===== config.mk =====
export PLATFORM = sky130hd
export DESIGN_NAME = mem_arbiter_flat
export DESIGN_NICKNAME = d
export VERILOG_FILES = /design/src/rtl/mem_arbiter_if.sv /design/src/rtl/mem_arbiter.sv /design/src/flat_wrapper.sv
export SDC_FILE = /design/constraint.sdc
export NUM_CORES = 1
export LEC_CHECK = 0
export ABC_AREA = 0
export BUFFER_PORTS_ARGS = -buffer_cell sky130_fd_sc_hd__buf_2
export CORE_UTILIZATION = 45
export CTS_CLUSTER_DIAMETER = 120
export DETAILED_ROUTE_END_ITERATION = 16
export GPL_ROUTABILITY_DRIVEN = 0
export PLACE_DENSITY = 0.8
export SYNTH_ARGS = -nofsm -noshare
export SYNTH_HDL_FRONTEND = slang
export SYNTH_SLANG_ARGS = --single-unit

===== constraint.sdc =====
create_clock -name iclk -period 2.55 [get_ports iclk]
set_input_delay 0.765 -clock iclk [delete_from_list [all_inputs] [get_ports iclk]]
set_output_delay 0.765 -clock iclk [all_outputs]
set_load 0.01 [all_outputs]

===== src/rtl/mem_arbiter_if.sv =====
// Bundle of requester, memory-side and stall signals for mem_arbiter.
// slave is the arbiter's view; master is the view of the surrounding system.
interface mem_arbiter_if #(
  parameter int AW = 32,
  parameter int DW = 32
);
  logic              iif_req;
  logic [AW-1:0]     iif_addr;
  logic              oif_gnt;
  logic              oif_rvalid;
  logic [DW-1:0]     oif_rdata;

  logic              idm_req;
  logic              idm_we;
  logic [DW/8-1:0]   idm_be;
  logic [AW-1:0]     idm_addr;
  logic [DW-1:0]     idm_wdata;
  logic              odm_gnt;
  logic              odm_rvalid;
  logic [DW-1:0]     odm_rdata;

  logic              omem_req;
  logic              omem_we;
  logic [DW/8-1:0]   omem_be;
  logic [AW-1:0]     omem_addr;
  logic [DW-1:0]     omem_wdata;
  logic              imem_ready;
  logic              imem_rvalid;
  logic [DW-1:0]     imem_rdata;

  logic              ostall_f;
  logic              ostall_m;

  modport slave (
    input  iif_req, iif_addr, idm_req, idm_we, idm_be, idm_addr, idm_wdata,
    input  imem_ready, imem_rvalid, imem_rdata,
    output oif_gnt, oif_rvalid, oif_rdata, odm_gnt, odm_rvalid, odm_rdata,
    output omem_req, omem_we, omem_be, omem_addr, omem_wdata, ostall_f, ostall_m
  );

  modport master (
    output iif_req, iif_addr, idm_req, idm_we, idm_be, idm_addr, idm_wdata,
    output imem_ready, imem_rvalid, imem_rdata,
    input  oif_gnt, oif_rvalid, oif_rdata, odm_gnt, odm_rvalid, odm_rdata,
    input  omem_req, omem_we, omem_be, omem_addr, omem_wdata, ostall_f, ostall_m
  );
endinterface


===== src/rtl/mem_arbiter.sv =====
// Shares one memory port between an instruction-fetch and a data requester,
// one transaction in flight, data-first with a starvation escape for fetch.
//
// state | meaning
// IDLE  | no transaction; grant one requester combinationally
// ISSUE | omem_req high with latched fields until imem_ready
// WAIT  | accepted; wait for imem_rvalid, then pulse owner's rvalid
module mem_arbiter #(
  parameter int AW         = 32,
  parameter int DW         = 32,
  parameter int STARVE_LIM = 4
) (
  input  logic iclk,
  input  logic irst_n,
  mem_arbiter_if.slave bus
);
  typedef enum logic [1:0] {IDLE, ISSUE, WAIT} state_e;

  localparam int          BW  = DW / 8;
  localparam logic [3:0]  LIM = 4'(STARVE_LIM);

  state_e          state_q, state_d;
  logic [3:0]      starve_q, starve_d;
  logic            owner_q, owner_d;
  logic            we_q, we_d;
  logic [BW-1:0]   be_q, be_d;
  logic [AW-1:0]   addr_q, addr_d;
  logic [DW-1:0]   wdata_q, wdata_d;
  logic            f_rvalid_q, f_rvalid_d;
  logic            d_rvalid_q, d_rvalid_d;
  logic [DW-1:0]   f_rdata_q, f_rdata_d;
  logic [DW-1:0]   d_rdata_q, d_rdata_d;
  logic            gnt_f, gnt_m;

  always_comb begin
    state_d    = state_q;
    starve_d   = starve_q;
    owner_d    = owner_q;
    we_d       = we_q;
    be_d       = be_q;
    addr_d     = addr_q;
    wdata_d    = wdata_q;
    f_rvalid_d = 1'b0;
    d_rvalid_d = 1'b0;
    f_rdata_d  = f_rdata_q;
    d_rdata_d  = d_rdata_q;
    gnt_f      = 1'b0;
    gnt_m      = 1'b0;
    unique case (state_q)
      IDLE: begin
        if (bus.idm_req && !(bus.iif_req && starve_q == LIM)) begin
          gnt_m   = 1'b1;
          owner_d = 1'b1;
          we_d    = bus.idm_we;
          be_d    = bus.idm_be;
          addr_d  = bus.idm_addr;
          wdata_d = bus.idm_wdata;
          state_d = ISSUE;
          // fetch lost while below the limit, so this never passes LIM
          if (bus.iif_req) starve_d = starve_q + 4'd1;
        end else if (bus.iif_req) begin
          gnt_f    = 1'b1;
          owner_d  = 1'b0;
          we_d     = 1'b0;
          be_d     = '1;
          addr_d   = bus.iif_addr;
          wdata_d  = '0;
          starve_d = 4'd0;
          state_d  = ISSUE;
        end
      end
      ISSUE: begin
        if (bus.imem_ready) state_d = WAIT;
      end
      WAIT: begin
        if (bus.imem_rvalid) begin
          state_d = IDLE;
          if (owner_q) begin
            d_rvalid_d = 1'b1;
            d_rdata_d  = bus.imem_rdata;
          end else begin
            f_rvalid_d = 1'b1;
            f_rdata_d  = bus.imem_rdata;
          end
        end
      end
      default: state_d = IDLE;
    endcase
  end

  always_ff @(posedge iclk) begin
    if (!irst_n) begin
      state_q    <= IDLE;
      starve_q   <= 4'd0;
      owner_q    <= 1'b0;
      we_q       <= 1'b0;
      be_q       <= '0;
      addr_q     <= '0;
      wdata_q    <= '0;
      f_rvalid_q <= 1'b0;
      d_rvalid_q <= 1'b0;
      f_rdata_q  <= '0;
      d_rdata_q  <= '0;
    end else begin
      state_q    <= state_d;
      starve_q   <= starve_d;
      owner_q    <= owner_d;
      we_q       <= we_d;
      be_q       <= be_d;
      addr_q     <= addr_d;
      wdata_q    <= wdata_d;
      f_rvalid_q <= f_rvalid_d;
      d_rvalid_q <= d_rvalid_d;
      f_rdata_q  <= f_rdata_d;
      d_rdata_q  <= d_rdata_d;
    end
  end

  assign bus.oif_gnt    = gnt_f & irst_n;
  assign bus.odm_gnt    = gnt_m & irst_n;
  assign bus.omem_req   = (state_q == ISSUE);
  assign bus.omem_we    = we_q;
  assign bus.omem_be    = be_q;
  assign bus.omem_addr  = addr_q;
  assign bus.omem_wdata = wdata_q;
  assign bus.oif_rvalid = f_rvalid_q;
  assign bus.oif_rdata  = f_rdata_q;
  assign bus.odm_rvalid = d_rvalid_q;
  assign bus.odm_rdata  = d_rdata_q;
  assign bus.ostall_f   = bus.iif_req & ~f_rvalid_q;
  assign bus.ostall_m   = bus.idm_req & ~d_rvalid_q;
endmodule


===== src/flat_wrapper.sv =====
// flat-port wrapper written by rule: the top's interface ports become plain ports
module mem_arbiter_flat 
#(
  parameter int AW         = 32,
  parameter int DW         = 32,
  parameter int STARVE_LIM = 4
)
  (iclk, irst_n, bus_iif_req, bus_iif_addr, bus_idm_req, bus_idm_we, bus_idm_be, bus_idm_addr, bus_idm_wdata, bus_imem_ready, bus_imem_rvalid, bus_imem_rdata, bus_oif_gnt, bus_oif_rvalid, bus_oif_rdata, bus_odm_gnt, bus_odm_rvalid, bus_odm_rdata, bus_omem_req, bus_omem_we, bus_omem_be, bus_omem_addr, bus_omem_wdata, bus_ostall_f, bus_ostall_m);
  mem_arbiter_if #(.AW(AW), .DW(DW)) bus_i ();
  input  logic iclk;
  input  logic irst_n;
  input wire logic [$bits(bus_i.iif_req)-1:0] bus_iif_req;
  input wire logic [$bits(bus_i.iif_addr)-1:0] bus_iif_addr;
  input wire logic [$bits(bus_i.idm_req)-1:0] bus_idm_req;
  input wire logic [$bits(bus_i.idm_we)-1:0] bus_idm_we;
  input wire logic [$bits(bus_i.idm_be)-1:0] bus_idm_be;
  input wire logic [$bits(bus_i.idm_addr)-1:0] bus_idm_addr;
  input wire logic [$bits(bus_i.idm_wdata)-1:0] bus_idm_wdata;
  input wire logic [$bits(bus_i.imem_ready)-1:0] bus_imem_ready;
  input wire logic [$bits(bus_i.imem_rvalid)-1:0] bus_imem_rvalid;
  input wire logic [$bits(bus_i.imem_rdata)-1:0] bus_imem_rdata;
  output wire logic [$bits(bus_i.oif_gnt)-1:0] bus_oif_gnt;
  output wire logic [$bits(bus_i.oif_rvalid)-1:0] bus_oif_rvalid;
  output wire logic [$bits(bus_i.oif_rdata)-1:0] bus_oif_rdata;
  output wire logic [$bits(bus_i.odm_gnt)-1:0] bus_odm_gnt;
  output wire logic [$bits(bus_i.odm_rvalid)-1:0] bus_odm_rvalid;
  output wire logic [$bits(bus_i.odm_rdata)-1:0] bus_odm_rdata;
  output wire logic [$bits(bus_i.omem_req)-1:0] bus_omem_req;
  output wire logic [$bits(bus_i.omem_we)-1:0] bus_omem_we;
  output wire logic [$bits(bus_i.omem_be)-1:0] bus_omem_be;
  output wire logic [$bits(bus_i.omem_addr)-1:0] bus_omem_addr;
  output wire logic [$bits(bus_i.omem_wdata)-1:0] bus_omem_wdata;
  output wire logic [$bits(bus_i.ostall_f)-1:0] bus_ostall_f;
  output wire logic [$bits(bus_i.ostall_m)-1:0] bus_ostall_m;
  assign bus_i.iif_req = bus_iif_req;
  assign bus_i.iif_addr = bus_iif_addr;
  assign bus_i.idm_req = bus_idm_req;
  assign bus_i.idm_we = bus_idm_we;
  assign bus_i.idm_be = bus_idm_be;
  assign bus_i.idm_addr = bus_idm_addr;
  assign bus_i.idm_wdata = bus_idm_wdata;
  assign bus_i.imem_ready = bus_imem_ready;
  assign bus_i.imem_rvalid = bus_imem_rvalid;
  assign bus_i.imem_rdata = bus_imem_rdata;
  assign bus_oif_gnt = bus_i.oif_gnt;
  assign bus_oif_rvalid = bus_i.oif_rvalid;
  assign bus_oif_rdata = bus_i.oif_rdata;
  assign bus_odm_gnt = bus_i.odm_gnt;
  assign bus_odm_rvalid = bus_i.odm_rvalid;
  assign bus_odm_rdata = bus_i.odm_rdata;
  assign bus_omem_req = bus_i.omem_req;
  assign bus_omem_we = bus_i.omem_we;
  assign bus_omem_be = bus_i.omem_be;
  assign bus_omem_addr = bus_i.omem_addr;
  assign bus_omem_wdata = bus_i.omem_wdata;
  assign bus_ostall_f = bus_i.ostall_f;
  assign bus_ostall_m = bus_i.ostall_m;
  mem_arbiter #(.AW(AW), .DW(DW), .STARVE_LIM(STARVE_LIM)) u_core (.iclk(iclk), .irst_n(irst_n), .bus(bus_i));
endmodule

# [After elaboration in Yosys (flattened, before gate mapping)]
# Index checks and enable logic that the tools add are counted.
[op_classes] addsub=1 n_eq_ne=6 n_mux=24 bitwise=7 reduce_logical=11
[ops] operator="2-to-1 mux 32 bit" n=4
[ops] operator="2-to-1 mux 4 bit" n=5
[ops] operator="AND reduction 3 bit" n=4
[ops] operator="2-to-1 mux 1 bit" n=10
[ops] operator="2-to-1 mux 2 bit" n=4
[ops] operator="case mux 2 bit (3 select lines)" n=1
[ops] operator="adder 4 x 1 -> 4 bit, second input constant" n=1
[ops] operator="bitwise AND 1 bit" n=4
[ops] operator="equality test 4 x 3 -> 1 bit, second input constant" n=1
[ops] operator="inequality test 2 bit, second input constant" n=2
[ops] operator="AND reduction 2 bit" n=2
[ops] operator="inequality test 3 x 2 -> 1 bit, second input constant" n=1
[ops] operator="inverter 1 bit" n=3
[ops] operator="equality test 2 x 1 -> 1 bit, second input constant" n=1
[ops] operator="equality test 2 bit, second input constant" n=1
[ops] operator="logical AND 1 bit" n=2
[ops] operator="zero test 2 bit" n=1
[ops] operator="nonzero test 2 bit" n=1
[ops] operator="zero test 1 bit" n=1
[word_totals] ff_bits=142 in_bits=139 out_inout_bits=140 word_cells=60

# [Logic depth before layout (Yosys ltp)]
[logic_depth] depth_word=7 ltp_mapped=8 depth_no_buf=6

# [Worst setup path before layout]
# Ideal clock, no wire load.
[synth_timing] path_type="in2out" start="in bus_iif_req" end="out bus_oif_gnt" arrival_time_ns=1.810 required_ns=1.785 setup_slack_ns=-0.025 cell_stages=6 path_buffers=3 path_cell_list="buf_2 > nand4b_2 > and2_1 > buf_2 > buf_2 > nor3_1"
[synth_between] elab_chain_cells=6 elab_cells_between_ends=7 classes_between="mux (3); bitwise (1); reduce/logical (3)"
[synth_rtl] item="start: declaration" line="flat_wrapper.sv:12" source="input wire logic [$bits(bus_i.iif_req)-1:0] bus_iif_req;"
[synth_rtl] item="logical AND 1 bit" line="mem_arbiter.sv:51" source="if (bus.idm_req && !(bus.iif_req && starve_q == LIM)) begin"
[synth_rtl] item="zero test 1 bit" line="mem_arbiter.sv:51"
[synth_rtl] item="logical AND 1 bit" line="mem_arbiter.sv:51"
[synth_rtl] item="2-to-1 mux 1 bit *" line="mem_arbiter.sv:51"
[synth_rtl] item="2-to-1 mux 1 bit *" line="mem_arbiter.sv:49" source="unique case (state_q)"
[synth_rtl] item="bitwise AND 1 bit *" line="mem_arbiter.sv:119" source="assign bus.oif_gnt = gnt_f & irst_n;"
[synth_rtl] item="end: declaration" line="flat_wrapper.sv:22" source="output wire logic [$bits(bus_i.oif_gnt)-1:0] bus_oif_gnt;"
# Every way passes the cells marked *; elsewhere a longest branch is shown, timed or not.

# [Worst setup path in the final report]
[layout_timing] start="reg u_core.starve_q[0]" end="out bus_oif_gnt"
[layout_between] elab_chain_cells=7
[layout_rtl] item="start: declaration" line="mem_arbiter.sv:23" source="logic [3:0] starve_q, starve_d;"
[layout_rtl] item="start signal: assignment" line="mem_arbiter.sv:106" source="starve_q <= starve_d;"
[layout_rtl] item="equality test 4 x 3 -> 1 bit" line="mem_arbiter.sv:51"
[layout_rtl] item="logical AND 1 bit" line="mem_arbiter.sv:51"
[layout_rtl] item="zero test 1 bit" line="mem_arbiter.sv:51"
[layout_rtl] item="logical AND 1 bit" line="mem_arbiter.sv:51"
[layout_rtl] item="2-to-1 mux 1 bit" line="mem_arbiter.sv:51"
[layout_rtl] item="2-to-1 mux 1 bit" line="mem_arbiter.sv:49"
[layout_rtl] item="bitwise AND 1 bit" line="mem_arbiter.sv:119"
# Every way passes these cells.

==> impl_metrics.toml <==
[drt]
ant_nets = 0
remaining_drc_errors = 0
dr.pass1.iters = 4
drt_wl_total_um = 14700
vias_per_cell = 5.09
drt_iter0_markers = 363
post_drt_wl_per_cell_um = 14.0
vias = 5341

[clock_tree]
root_buffer = "clkbuf_16"
cts_max_level = 4
clock-sinks = 142
tritoncts = "yes"
clkTransAtPathRegs_ns = 0.06
cts_buffers = 17
postCtsHoldBufs = 0
clk_latency_ns = 0.42
cts_max_path_buffers = 2

[worst_setup_path]
critPathArrivalTime_ns = 1.68
worstSetupStartpointType = "flip-flop"
cp_max_fo = 4
required_ns = 1.79
worst_setup_path_end_kind = "output port"
path_class = "reg -> out"

[finish]
diodes = 0
instances_no_fill = 1049
area_growth_pct = 40.5
fin_util_pct = 66.2
drive_gt1_share_pct = 37.6
final_nets = 1037

[floorplanning]
io_pins = 279
start_util_pct = 47.1
die_y_um = 109
row_count = 38
fp.dieW_um = 109
core_region_area_um2 = 11000
fp.dieArea_um2 = 12000

[power]
clkPwrFrac_pct = 46.2
vdd.ir_drop.worst_uv = 541
p_sw_share_pct = 23.6
combinationalPowerShare_pct = 11.4
seqPwrFrac_pct = 42.4
switchingPower_mw = 1.34
power.leakage_nw = 3.42
power_mw = 5.66
p_per_area_nw_per_um2 = 774
intPower_mw = 4.32

[grt]
grt_use_total_pct = 24.0
grt_max_degree = 103
grt_antenna_before_repair = 0
grt_pass1_wl_um = 22200
grt_pass1_vias = 4807
overflow = 0

[outcome]
status = "complete, no violations"

[placement]
place_hpwl_um = 10300
portBuffers = 278
dp_cells = 1017

[timing]
finalSetupViolations = 0
whs_ns = 0.449
hold_violations = 0
fin_crit_sh_pct = 95.7
finalSetupTns_ns = 0
worst_clock_skew_ns = 0.0114
finalCriticalPeriod_ns = 2.44
slew_headroom_pct = 27.7
drv_slew = 0
tightestPinTransition_ns = 1.08
max_freq_mhz = 410
grt_setup_unrepaired = "false"

[synth]
synthTopCellsByArea = "dfxtp_1, nand2_1, a21oi_1"
yosysTopAreaCellShare_pct = 54.7
syn-num-nets = 777
synth_most_common_cell = "nand2_1"
yosys_register_bits = 142
synth.avg_cell_area_um2 = 8.18
ys_top_cells_by_count = "nand2_1, dfxtp_1, a21oi_1, nor2_1, a22oi_1"
yosys_warnings = 0
async_reset_ff_share_pct = 0
synthCells = 636
synth_edf_count = 0
synth_seq_area_share_pct = 54.7
ys.flop_type = "dfxtp_1"
synth_area_um2 = 5200
synth_cell_types = 29
yosys.area.top_type = "dfxtp_1"

[job]
maxCapViolCount = 0

[hold_path]
hold_class = "reg -> reg"
logic make-up (layout without fill, tap and decap cells):
group	Yosys count	count (layout)	share of synthesized area, %
fa+ha+maj	2	2	0.481
buf+inv	57	330	4.86
compound gates	176	176	19.9
flops	142	142	54.7
simple gates	259	259	20.0
metrics by stage:
step | instance area [um2] | worst slack (ns)
3_5_place_dp | 6660 | 0.166
2_1_floorplan | 5200 | 0.0566
5_1_grt | 7300 | 0.0132
3_3_place_gp | 6660 | 0.187
4_1_cts | 7300 | 0.00684
6_report | 7300 | 0.109
area by class of cell:
| class | count | area (um2) |
|---|---|---|
| fill | 963 | 3730 |
| sequential | 142 | 2840 |
| multi-input combinational | 437 | 2130 |
| timing repair buffer | 293 | 1510 |
| clock buffer | 21 | 470 |
| tap | 140 | 175 |
| clock inverter | 11 | 163 |
| inverter | 5 | 18.8 |
state kept, by name, summed over array words and instances, names as in the netlist:
signal                 flops
u_core.owner_q             1
u_core.bus.omem_be         4
u_core.bus.omem_we         1
u_core.bus.omem_addr      32
u_core.bus.oif_rvalid      1
u_core.state_q             2
u_core.bus.oif_rdata      32
u_core.bus.odm_rdata      32
u_core.starve_q            4
u_core.bus.omem_wdata     32
u_core.bus.odm_rvalid      1
timing repair:
action                                  CTS  global route
buffers inserted                          0             0
endpoints found under the setup margin    1             2
gates resized for setup                   1             4
pin swaps                                 0             1
power groups by stage:
stage               registers [mW]  logic [mW]  clock network (mW)
finish                        2.40       0.647                2.61
global route                  2.41       0.714                2.77
CTS                           2.39       0.651                2.65
detailed placement            2.44       0.648                   0
global placement              2.44       0.638                   0
floorplan                     2.49       0.294                   0
cell usage in the layout, fill, tap and decap left out, types with 6 or more instances in the layout:
cell type and count:
o21ai_0 33, a21oi_1 69, a22oi_1 34, buf_4 16, clkbuf_16 17, buf_2 277
nand2_1 195, nor2_1 37, dfxtp_1 141, nor2b_1 6, a31oi_1 33
worst max-delay path, cell delays in order, from the launching register on:
cell	delay [ns]
dfxtp_2	0.33
inv_1	0.08
ha_2	0.18
nand4b_2	0.14
and2_4	0.19
nor3_2	0.17
buf_4	0.17
per-layer routing:
layer / wire (um) / share of wire, % / up-vias / track usage [%]
met5: 0 / 0 / - / 0
met4: 440 / 3.0 / 0 / 12.6
met3: 1170 / 7.9 / 34 / 8.30
met2: 7240 / 49 / 203 / 41.7
met1: 5870 / 40 / 2443 / 25.5
li1: - / - / 2661 / -
worst paths after layout:
check | end | cells past startpoint | start | slack (ns)
max | bus_oif_gnt | 6 | u_core.starve_q[0] | 0.11
min | u_core.bus.odm_rdata[9] | 2 | u_core.bus.odm_rdata[9] | 0.45
max reg2reg | u_core.bus.omem_addr[16] | 5 | u_core.state_q[1] | 0.76
min reg2reg | u_core.bus.odm_rdata[9] | 2 | u_core.bus.odm_rdata[9] | 0.45
Note: power is estimated with default switching activity, not from simulation.
